**config.mk**
```make
export PLATFORM = sky130hd
export DESIGN_NAME = ifid_decode_reg
export DESIGN_NICKNAME = d
export VERILOG_FILES = /design/src/rtl/ifid_decode_reg.sv
export SDC_FILE = /design/constraint.sdc
export NUM_CORES = 1
export LEC_CHECK = 0
export CORE_ASPECT_RATIO = 1.4
export CORE_UTILIZATION = 35
export CTS_CLUSTER_DIAMETER = 200
export CTS_CLUSTER_SIZE = 30
export DETAILED_ROUTE_END_ITERATION = 7
export PLACE_DENSITY = 0.78
export SLEW_MARGIN = 20
export SYNTH_ARGS = -nofsm -noshare
export SYNTH_HDL_FRONTEND = slang
export SYNTH_SLANG_ARGS = --single-unit
```
**constraint.sdc**
```tcl
create_clock -name Clk -period 1.7 [get_ports Clk]
set_clock_uncertainty 0.2 [all_clocks]
set_input_delay 0.425 -clock Clk [delete_from_list [all_inputs] [get_ports Clk]]
set_output_delay 0.425 -clock Clk [all_outputs]
set_load 0.02 [all_outputs]
```
**src/rtl/ifid_decode_reg.sv**
```systemverilog
// IF/ID pipeline register with LEGv8 immediate-class pre-decode.
// One-entry elastic buffer; decode is combinational from Instr.
module ifid_decode_reg (
  input  logic        Clk,
  input  logic        Reset_n,
  input  logic        InValid,
  output logic        InReady,
  input  logic [31:0] Instr,
  input  logic [63:0] PCIn,
  input  logic        Flush,
  output logic        OutValid,
  input  logic        OutReady,
  output logic [25:0] Imm26,
  output logic [1:0]  SignOp,
  output logic        ImmUsed,
  output logic        Illegal,
  output logic [63:0] PCOut,
  output logic [31:0] InstrOut
);

  typedef enum logic [1:0] {
    SOP_I  = 2'd0,
    SOP_D  = 2'd1,
    SOP_B  = 2'd2,
    SOP_CB = 2'd3
  } sop_e;

  typedef struct packed {
    logic [25:0] imm;
    sop_e        sop;
    logic        used;
    logic        ill;
    logic [63:0] pc;
    logic [31:0] instr;
  } ent_t;

  logic [10:0] op;
  sop_e        dec_sop;
  logic        dec_used;
  logic        dec_ill;
  logic        load;
  logic        valid_d;
  logic        valid_q;
  ent_t        ent_d;
  ent_t        ent_q;

  assign op = Instr[31:21];

  // Opcode classification into extender format and legality.
  always_comb begin
    dec_sop  = SOP_I;
    dec_used = 1'b0;
    dec_ill  = 1'b0;
    unique casez (op)
      11'b1001000100?,
      11'b1011000100?,
      11'b1101000100?,
      11'b1111000100?,
      11'b1001001000?,
      11'b1011001000?,
      11'b1101001000?: begin
        dec_sop  = SOP_I;
        dec_used = 1'b1;
      end
      11'b11111000010,
      11'b11111000000: begin
        dec_sop  = SOP_D;
        dec_used = 1'b1;
      end
      11'b000101?????,
      11'b100101?????: begin
        dec_sop  = SOP_B;
        dec_used = 1'b1;
      end
      11'b10110100???,
      11'b10110101???,
      11'b01010100???: begin
        dec_sop  = SOP_CB;
        dec_used = 1'b1;
      end
      11'b10001011000,
      11'b11001011000,
      11'b10001010000,
      11'b10101010000,
      11'b11001010000,
      11'b11010011011,
      11'b11010011010,
      11'b11010110000: begin
        dec_sop  = SOP_I;
        dec_used = 1'b0;
      end
      default: begin
        dec_sop  = SOP_I;
        dec_used = 1'b0;
        dec_ill  = 1'b1;
      end
    endcase
  end

  assign InReady = ~valid_q | OutReady;
  assign load    = InValid & InReady & ~Flush;

  // Next entry: flush beats load, load beats drain, else hold.
  always_comb begin
    valid_d = valid_q;
    ent_d   = ent_q;
    if (Flush) begin
      valid_d = 1'b0;
    end else if (load) begin
      valid_d     = 1'b1;
      ent_d.imm   = Instr[25:0];
      ent_d.sop   = dec_sop;
      ent_d.used  = dec_used;
      ent_d.ill   = dec_ill;
      ent_d.pc    = PCIn;
      ent_d.instr = Instr;
    end else if (valid_q & OutReady) begin
      valid_d = 1'b0;
    end
  end

  // Entry register; reset clears everything and drops any held entry.
  always_ff @(posedge Clk) begin
    if (!Reset_n) begin
      valid_q <= 1'b0;
      ent_q   <= '0;
    end else begin
      valid_q <= valid_d;
      ent_q   <= ent_d;
    end
  end

  assign OutValid = valid_q;
  assign Imm26    = ent_q.imm;
  assign SignOp   = ent_q.sop;
  assign ImmUsed  = ent_q.used;
  assign Illegal  = ent_q.ill;
  assign PCOut    = ent_q.pc;
  assign InstrOut = ent_q.instr;

endmodule

```
==> summary.md <==
| Metric | Value |
|---|---|
| Highest clock rate | 587.4 MHz |
| Final Hold Vio Count | 0 |
| Synth warn | 0 |
| Area of the die | 12200 um^2 |
| Clk pin slew, worst setup/hold paths | 0.06 ns |
| Pwr Density | 807.0 nW/um^2 |
| Remaining DRCs | 0 |
| N_diodes | 0 |
| Vias in the first global route | about 3900 |
| Crit share post-route | 100.1% |
| Clock share of power | 36.6% |
| Routability cong. | roughly 0.9 |
| Final setup viols | 1 |
| RSZ-0062 raised after global routing | yes |
| CP Data Arrival Time | 1.73 ns |
| Final instance area | 7048 um^2 |
| WL/cell | about 15 um |
| Syn-to-layout area delta | 71.27% |
| Global-route track usage on met1 | between 20% and 30% |
| CP required | 1.73 ns |
| Busiest layer in global routing | met2 |
| Distinct cell type count after synthesis | 32 |
| Largest net degree at the start of global routing | 49 |
| Initial antenna violation count | 0 |
| Most numerous cell in the Yosys netlist | nand2_1 |
| MaxCap Viol Count | 0 |
| DR vias/cell | 4.778 |
| TritonCTS clock tree | done |
| P_int | ~0.0042 W |
| Grt met2 use | 35.64% |
| Syn nets | 592 |
| Total track usage | 19.60% |
| Top cells by area in the synthesized netlist | dfxtp_1 49%, a21boi_0 18%, nand2_1 18% |
| Final worst slack | -0.002427 ns |
| Cts bufs inserted | 9 |
| CTS H-Tree Depth | 3 |
| Status | finished, violations left |
| Kind of end point of the critical path | flip-flop |
| Syn avg cell area | 8.381 um^2 |
| Via Count | 4114 |
| Max Slew Vio Count | 0 |
| Net Switching | 0.001440 W |
| Worst Setup Start Kind | primary input |
| Drt first pass iters | 4 |
| Async SR Flop Fraction | 0% |
| Port buffer count | 228 |
| GR Layer Usage met3 | ~6.4% |
| Post-DP HPWL | between 8000 and 9000 um |
| Initial DRC Count | around 180 |
| Slew @ Worst Pin | 0.4625 ns |
| Post-DP Area | 6553 um^2 |
| Antenna viol nets, final | 0 |
| Sw Ratio | approximately a quarter |
| Post-layout minimum cycle time | 1.702 ns |
| Initial Util | ~36% |
| Synthesized cell area | 4115 um^2 |
| Synth area leader | dfxtp_1 |
| Top cell type's share of synthesized area | 49.13% |
| Clock Sinks | 101 |
| Core area | 11400 um^2 |
| Seq cells post-synth | 101 |
| Layout cells sized above 1 | 12.55% |
| Flop pwr share | between 40% and 50% |
| Worst Path Class, Setup | primary input to flip-flop |
| CTS max path bufs | 2 |
| HP Class | primary input to flip-flop |
| Post-synth top flop | dfxtp_1 |
| EDFF count, synth | 0 |
| Register area share after synthesis | 49.13% |
| Leak | just over 3 nW |
| Post-Route WL | 12540 um |
| First-pass GRT wire length | 18680 um |
| Die W | 93.64 um |
| Gate power share | roughly a fifth |
| Fin nets | between 800 and 900 |
| Failing checks | negative setup slack |
| Row cnt | 46 |
| GRT Residual Overflow | 0 |
| Slew HR | 69.17% |
| Post-Syn Instances | 491 |
| Die height | roughly 130 um |
| Root buffer cell | clkbuf_16 |
| Layout Utilization | around three fifths |
| Synth cell count leaders | 195 x nand2_1, 101 x dfxtp_1, 98 x a21boi_0, 27 x buf_4, 20 x buf_2 |
| Number of I/O pins | 229 |
| Critical Path Fanout Max | 4 |
| Peak supply drop | between 400 and 500 uV |
| Clock latency on the worst-skew pair | 0.33 ns |
## metal layers
layer / share of wire [%] / vias up
li1: - / 2010
met1: 38 / 1903
met2: 52 / 180
met3: 8.0 / 21
met4: 1.8 / 0
met5: 0 / -
## cells by family after synthesis
logic type | synth area share, %
AND/OR/NAND/NOR | 21.25
AO/OA/AOI/OAI | 20.43
flip-flops | 49.13
buffers and inverters | 8.908
multiplexers | 0.2736
## layout make-up
cell class / instances / area (um^2)
clock buffer: 12 / 256.5
clock inverter: 3 / 45.04
fill: 995 / 4348
inverter: 3 / 11.26
multi-input combinational: 328 / 1851
sequential: 101 / 2023
tap: 144 / 180.2
timing repair buffer: 270 / 2681
## sequential cells by signal, indices dropped and copies added, names as in the netlist
name / flops
OutValid: 1
Imm26: 25
ImmUsed: 1
SignOp: 2
PCOut: 64
InstrOut: 7
Illegal: 1
## power by group through the flow
stage	logic [W]	registers, W	clock network [W]
after floorplan	0.000328	0.00272	0
after global placement	0.00106	0.00259	0
after detailed placement	0.00107	0.00259	0
after CTS	0.00102	0.00254	0.00212
after global routing	0.00115	0.00255	0.00223
final	0.00107	0.00254	0.00208
## worst paths after layout
kind | from | endpoint | slack (ns) | cells after the start
setup / recovery | Instr[31] | Illegal | -0.002 | 5
hold / removal | Flush | OutValid | 0.18 | 2
setup reg to reg | OutValid | PCOut[20] | 0.06 | 8
hold reg to reg | PCOut[30] | PCOut[30] | 0.25 | 2
## per-stage QoR
stage	std cells	worst slack (ns)	total power, W	hold WS (ns)	TNS [ns]
finish	861	-0.002427	0.005688	0.1809	-0.002427
global route	861	-0.02303	0.005931	0.1876	-0.08637
CTS	858	0.001695	0.005678	0.2576	0
detailed placement	836	-0.5326	0.003667	0.2557	-42.92
global placement	836	-0.5119	0.003643	0.2490	-41.08
floorplan	491	0.005033	0.003049	0.3011	0
## worst max-delay path, cell delays in order
cell             delay, ns
clkdlybuf4s15_1       0.27
or4b_4                0.59
a21boi_2              0.19
o21ai_2               0.09
a31o_1                0.17
## placed cells by master, fill, tap and decap left out, types with 6 or more instances in the layout
cell type,instances
a21boi_0,72
a21boi_1,23
buf_12,6
buf_4,27
clkbuf_16,11
clkdlybuf4s15_1,46
clkdlybuf4s50_1,85
dfxtp_1,100
dlygate4sd2_1,87
nand2_1,186
## repair_timing
item,CTS,global route
pin swaps,6,15
hold buffers,0,0
buffers inserted,5,1
gates cloned,3,2
endpoints found under the setup margin,227,111
resized for setup,171,98
No activity file was read; power rests on OpenSTA's default activity.
